$ cat src/rtl/usage_scheduler.sv
// Round-robin sequencer sharing one sample controller across NUM_CH usage counters: clear, window W, settle, capture.
// Each channel takes W+3 cycles and the result shows up one cycle after CAPTURE; an unread result is overwritten and flagged as overrun.
module usage_scheduler #(
   parameter int NUM_CH = 4,
   parameter int CNT_W  = 16,
   parameter int WIN_W  = 16,
   parameter int CH_W   = 2
) (
   input  logic                    sysclk,
   input  logic                    sysreset,
   input  logic                    start,
   input  logic                    stop,
   input  logic                    continuous,
   input  logic [WIN_W-1:0]        window_len,
   input  logic [NUM_CH-1:0]       channel_mask,
   input  logic [NUM_CH*CNT_W-1:0] counter_in,
   output logic [NUM_CH-1:0]       sample_enable,
   output logic [NUM_CH-1:0]       counter_reset,
   output logic [CNT_W-1:0]        result,
   output logic [CH_W-1:0]         result_ch,
   output logic                    result_valid,
   input  logic                    result_ack,
   output logic                    busy,
   output logic                    overrun
);

   typedef enum logic [2:0] {
      IDLE,
      CLEAR,
      WINDOW,
      SETTLE,
      CAPTURE
   } state_t;

   state_t             state;
   state_t             state_nxt;
   logic [CH_W-1:0]    ch;
   logic [CH_W-1:0]    ch_nxt;
   logic [NUM_CH-1:0]  mask_q;
   logic [NUM_CH-1:0]  above;
   logic [WIN_W-1:0]   win_q;
   logic [WIN_W-1:0]   win_cnt;
   logic               accept;
   logic               capture;
   logic [CNT_W-1:0]   cnt_arr [NUM_CH];

   function automatic logic [CH_W-1:0] lowest(input logic [NUM_CH-1:0] m);
      lowest = '0;
      for (int i = NUM_CH - 1; i >= 0; i--) begin
         if (m[i]) lowest = CH_W'(i);
      end
   endfunction

   function automatic logic [NUM_CH-1:0] onehot(input logic [CH_W-1:0] c);
      onehot = '0;
      onehot[c] = 1'b1;
   endfunction

   always_comb begin
      for (int k = 0; k < NUM_CH; k++) begin
         cnt_arr[k] = counter_in[k*CNT_W +: CNT_W];
      end
   end

   // Enabled channels strictly above the current one, for the round-robin step.
   always_comb begin
      above = '0;
      for (int i = 0; i < NUM_CH; i++) begin
         above[i] = mask_q[i] && (i > int'(ch));
      end
   end

   always_comb begin
      state_nxt = state;
      ch_nxt    = ch;
      accept    = 1'b0;
      capture   = 1'b0;
      if (stop) begin
         state_nxt = IDLE;
      end else begin
         case (state)
            IDLE: begin
               if (start && (|channel_mask)) begin
                  accept    = 1'b1;
                  state_nxt = CLEAR;
                  ch_nxt    = lowest(channel_mask);
               end
            end
            CLEAR: state_nxt = WINDOW;
            WINDOW: begin
               if (win_cnt == WIN_W'(1)) state_nxt = SETTLE;
            end
            SETTLE: state_nxt = CAPTURE;
            CAPTURE: begin
               capture = 1'b1;
               if (|above) begin
                  state_nxt = CLEAR;
                  ch_nxt    = lowest(above);
               end else if (continuous) begin
                  state_nxt = CLEAR;
                  ch_nxt    = lowest(mask_q);
               end else begin
                  state_nxt = IDLE;
               end
            end
            default: state_nxt = IDLE;
         endcase
      end
   end

   always_ff @(posedge sysclk or posedge sysreset) begin
      if (sysreset) begin
         state   <= IDLE;
         ch      <= '0;
         mask_q  <= '0;
         win_q   <= WIN_W'(1);
         win_cnt <= '0;
      end else begin
         state <= state_nxt;
         ch    <= ch_nxt;
         if (accept) begin
            mask_q <= channel_mask;
            win_q  <= (window_len == '0) ? WIN_W'(1) : window_len;
         end
         // Counts W down to 1; the load in CLEAR means no wrap even at the max length.
         if (state == CLEAR) begin
            win_cnt <= win_q;
         end else if (state == WINDOW) begin
            win_cnt <= win_cnt - WIN_W'(1);
         end
      end
   end

   // Strobes are registered from the next state so they carry no input-to-output path.
   always_ff @(posedge sysclk or posedge sysreset) begin
      if (sysreset) begin
         sample_enable <= '0;
         counter_reset <= '0;
      end else begin
         sample_enable <= (state_nxt == WINDOW) ? onehot(ch_nxt) : '0;
         counter_reset <= (state_nxt == CLEAR)  ? onehot(ch_nxt) : '0;
      end
   end

   always_ff @(posedge sysclk or posedge sysreset) begin
      if (sysreset) begin
         result       <= '0;
         result_ch    <= '0;
         result_valid <= 1'b0;
         overrun      <= 1'b0;
      end else begin
         if (capture) begin
            result       <= cnt_arr[ch];
            result_ch    <= ch;
            result_valid <= 1'b1;
            if (result_valid && !result_ack) overrun <= 1'b1;
         end else if (result_ack) begin
            result_valid <= 1'b0;
         end
         if (accept) overrun <= 1'b0;
      end
   end

   assign busy = (state != IDLE);

endmodule

$ cat config.mk
export PLATFORM = sky130hd
export DESIGN_NAME = usage_scheduler
export DESIGN_NICKNAME = d
export VERILOG_FILES = /design/src/rtl/usage_scheduler.sv
export SDC_FILE = /design/constraint.sdc
export NUM_CORES = 1
export LEC_CHECK = 0
export ABC_AREA = 1
export CAP_MARGIN = 40
export CORE_MARGIN = 2
export CORE_UTILIZATION = 50
export CTS_BUF_LIST = sky130_fd_sc_hd__clkbuf_8
export DETAILED_ROUTE_END_ITERATION = 12
export GPL_TIMING_DRIVEN = 0
export PLACE_DENSITY = 0.85
export SETUP_SLACK_MARGIN = 0.5
export SYNTH_ARGS = -nofsm -noshare
export SYNTH_HDL_FRONTEND = slang
export SYNTH_SLANG_ARGS = --single-unit
export TNS_END_PERCENT = 50
$ cat constraint.sdc
create_clock -name sysclk -period 3.25 [get_ports sysclk]
set_clock_uncertainty 0.1 [all_clocks]
set_input_delay 0.325 -clock sysclk [delete_from_list [all_inputs] [get_ports sysclk]]
set_output_delay 0.325 -clock sysclk [all_outputs]
set_load 0.01 [all_outputs]
==> metrics.txt <==
setup TNS=0 ns; vias in the first global route=3,696; dpl ws=1.229 ns; CP max-delay cell=clkdlybuf4s50_1; DRC=0; Clock Latency Late Sink=0.34 ns; CP startpoint kind=flop; HPWL Detailed=8.006 mm; IO buf count=118; largest net degree at the start of global routing=42; die height=90.91 um; synth top area cells=dfrtp_1, nand2_1, o221ai_2; Top-Level Pins=119; Reg2Reg Setup Slack=1.40 ns; Yosys Warn Count=0; fin. max-slew vios=0; VDD IR-drop max=0.2826 mV; Relative slew margins=0.5860; first-pass GRT wire length=17.46 mm; cell mode on critical path=inv_1; Leak Pwr=2.435 nW; WL/cell=15.39 um; wire length on met1=4.159 mm; cell count after synthesis=436; CTS sink cnt=69; fill count=537; syn_nets=528; Tcrit/Tclk final=0.6498; H-tree Lvls=3; most common cell in the synthesized netlist=nand2_1; post-layout min period=2.112 ns; post-CTS setup buffer count=0; CORE AREA=0.007292 mm2; diode count=0; Routed WL=10.31 mm; status=complete, no violations; Slew @ Worst Pin=0.6202 ns; drt pass-1 iters=5; crit-path max cell delay=0.48 ns; Hold Buf Count CTS=0; Hold WC Path Type=in2async; CP Cell Sequence=inv_1 > nand2_2 > nor2_4 > inv_1 > clkdlybuf4s50_1; RSZ-0062 raised after global routing=no; Setup-failing EPs final=0; DR top layer=met4; Row Count=31; routed wl met2=5.235 mm; Routed Antenna Nets=0; Crit. End Element=output pin; Netlist cell types=40; Post-synth EDFFs=0; Mapped Avg Cell Area=8.661 um2; cell at the root of the clock tree=clkbuf_8; Worst Setup Slack, final=1.138 ns; WL met3=720 um; post_cts resized=0; gr ovfl total=0; CTS Buf Count=9; Req. time, crit path=2.82 ns; pwr/cell area=602.6 mW/mm2; Total GRT Usage=0.2624; area share of the largest cell type after synthesis=0.4506; CTS tree=yes; crit-path leading delay family=buffers and inverters; routed via count=3,563; Die ar.=0.008264 mm2; post-synthesis async set-or-reset flop share=1.000; Synth Register Bits=69; top post-synthesis cells by count=nand2_1, dfrtp_1, inv_1, nor2_1; CTS max path bufs=2; max-cap violations=0; global placement routability congestion=0.9020; Tot Pwr=0.003181 W; Cell Area, Synth=0.003776 mm2; WHS=0.2825 ns; Area Growth Syn to Fin=39.79%; Layout Nets=658; f_max=473.5 MHz; critical path arrival=1.69 ns; DR vias/cell=5.318; die width=90.91 um; Final Hold Vio Count=0; initial antenna violation count=0; Clock transition at path regs=0.07 ns; starting density of the core=0.5178; critical path class=reg2out; cell taking the most area after synthesis=dfrtp_1; CP max FO=4; critical path buffer and inverter count=3; sequential area share after synthesis=0.4576; layout cells sized above 1=0.1121; drt first-iter violations=236; Most used DFF post-synth=dfrtp_1
==> path summary, 6_finish.rpt <==
path | start | end | cells past startpoint
worst max-delay path | state[1]$_DFF_PP0_ | busy | 5
worst min-delay path | sysreset | overrun$_DFFE_PP0P_ | 2
worst max register to register | ch[0]$_DFF_PP0_ | result[3]$_DFFE_PP0P_ | 5
worst min register to register | win_q[10]$_DFFE_PP0P_ | win_q[10]$_DFFE_PP0P_ | 2
max in group asynchronous | sysreset | win_q[0]$_DFFE_PP1P_ | 3
min in group sysclk | win_q[10]$_DFFE_PP0P_ | win_q[10]$_DFFE_PP0P_ | 2
==> cells in the final DEF (no fill, tap or decap), drive strengths merged, types with 3 or more instances in the layout <==
cell type / Yosys / final
o221ai: 18 / 18
xor2: 8 / 8
o211ai: 7 / 7
clkdlybuf4s50: 0 / 118
nand4: 4 / 4
nor2: 42 / 42
nor3: 3 / 3
clkinv: 0 / 3
inv: 50 / 51
nor4: 3 / 3
nand3: 17 / 17
nand2: 136 / 136
mux2i: 16 / 16
buf: 10 / 11
a22oi: 16 / 16
o21ai: 22 / 22
dfrtp: 68 / 68
clkbuf: 2 / 13
==> kinds of logic after synthesis <==
| logic type | share of synthesized area |
|---|---|
| simple gates | 0.2389 |
| flops | 0.4576 |
| compound gates | 0.1561 |
| buf+inv | 0.07521 |
| fa+ha+maj | 0.006626 |
| mux | 0.04241 |
| xor+xnor | 0.02320 |
==> metrics by stage <==
stage	area (um2)	util	instances
final	5279	0.7239	670
after global routing	5279	0.7239	670
after CTS	5279	0.7239	670
after detailed placement	5101	0.6996	654
after global placement	5081	0.6968	653
after floorplan	3776	-	436
==> layout make-up <==
cell class	count	area [um2]	share of cell area
Timing Repair Buffer	119	1201	0.2275
Tap cell	99	123.9	0.02347
Sequential cell	69	1728	0.3273
Clock inverter	5	26.28	0.004977
Inverter	50	192.7	0.03650
Multi-Input combinational cell	305	1764	0.3342
Clock buffer	11	151.4	0.02868
Buffer	12	91.34	0.01730
==> registers in the layout, indices dropped and copies added (netlist names) <==
signal	flops
counter_reset	4
mask_q	4
result_ch	2
result	16
overrun	1
win_cnt	16
result_valid	1
ch	2
win_q	16
sample_enable	4
state	3
==> metal layers <==
metal | GRT usage | vias to the layer above
li1 | - | 1713
met1 | 0.3186 | 1679
met2 | 0.4534 | 151
met3 | 0.06928 | 20
met4 | 0.08838 | 0
met5 | 0 | -
==> worst register-to-register path: stages (launching register included) <==
cell      delay, ns
dfrtp_1        0.43
buf_4          0.22
nor2_1         0.38
buf_2          0.33
a22oi_1        0.13
o221ai_2       0.17
==> report_power, final <==
part           leakage, nW  total, W  internal (W)  switching (W)
Combinational         1.45   0.00130      0.000590       0.000713
Sequential           0.891   0.00126       0.00110       0.000161
Clock               0.0963  0.000619      0.000312       0.000307
(Power assumes the default switching activity.)
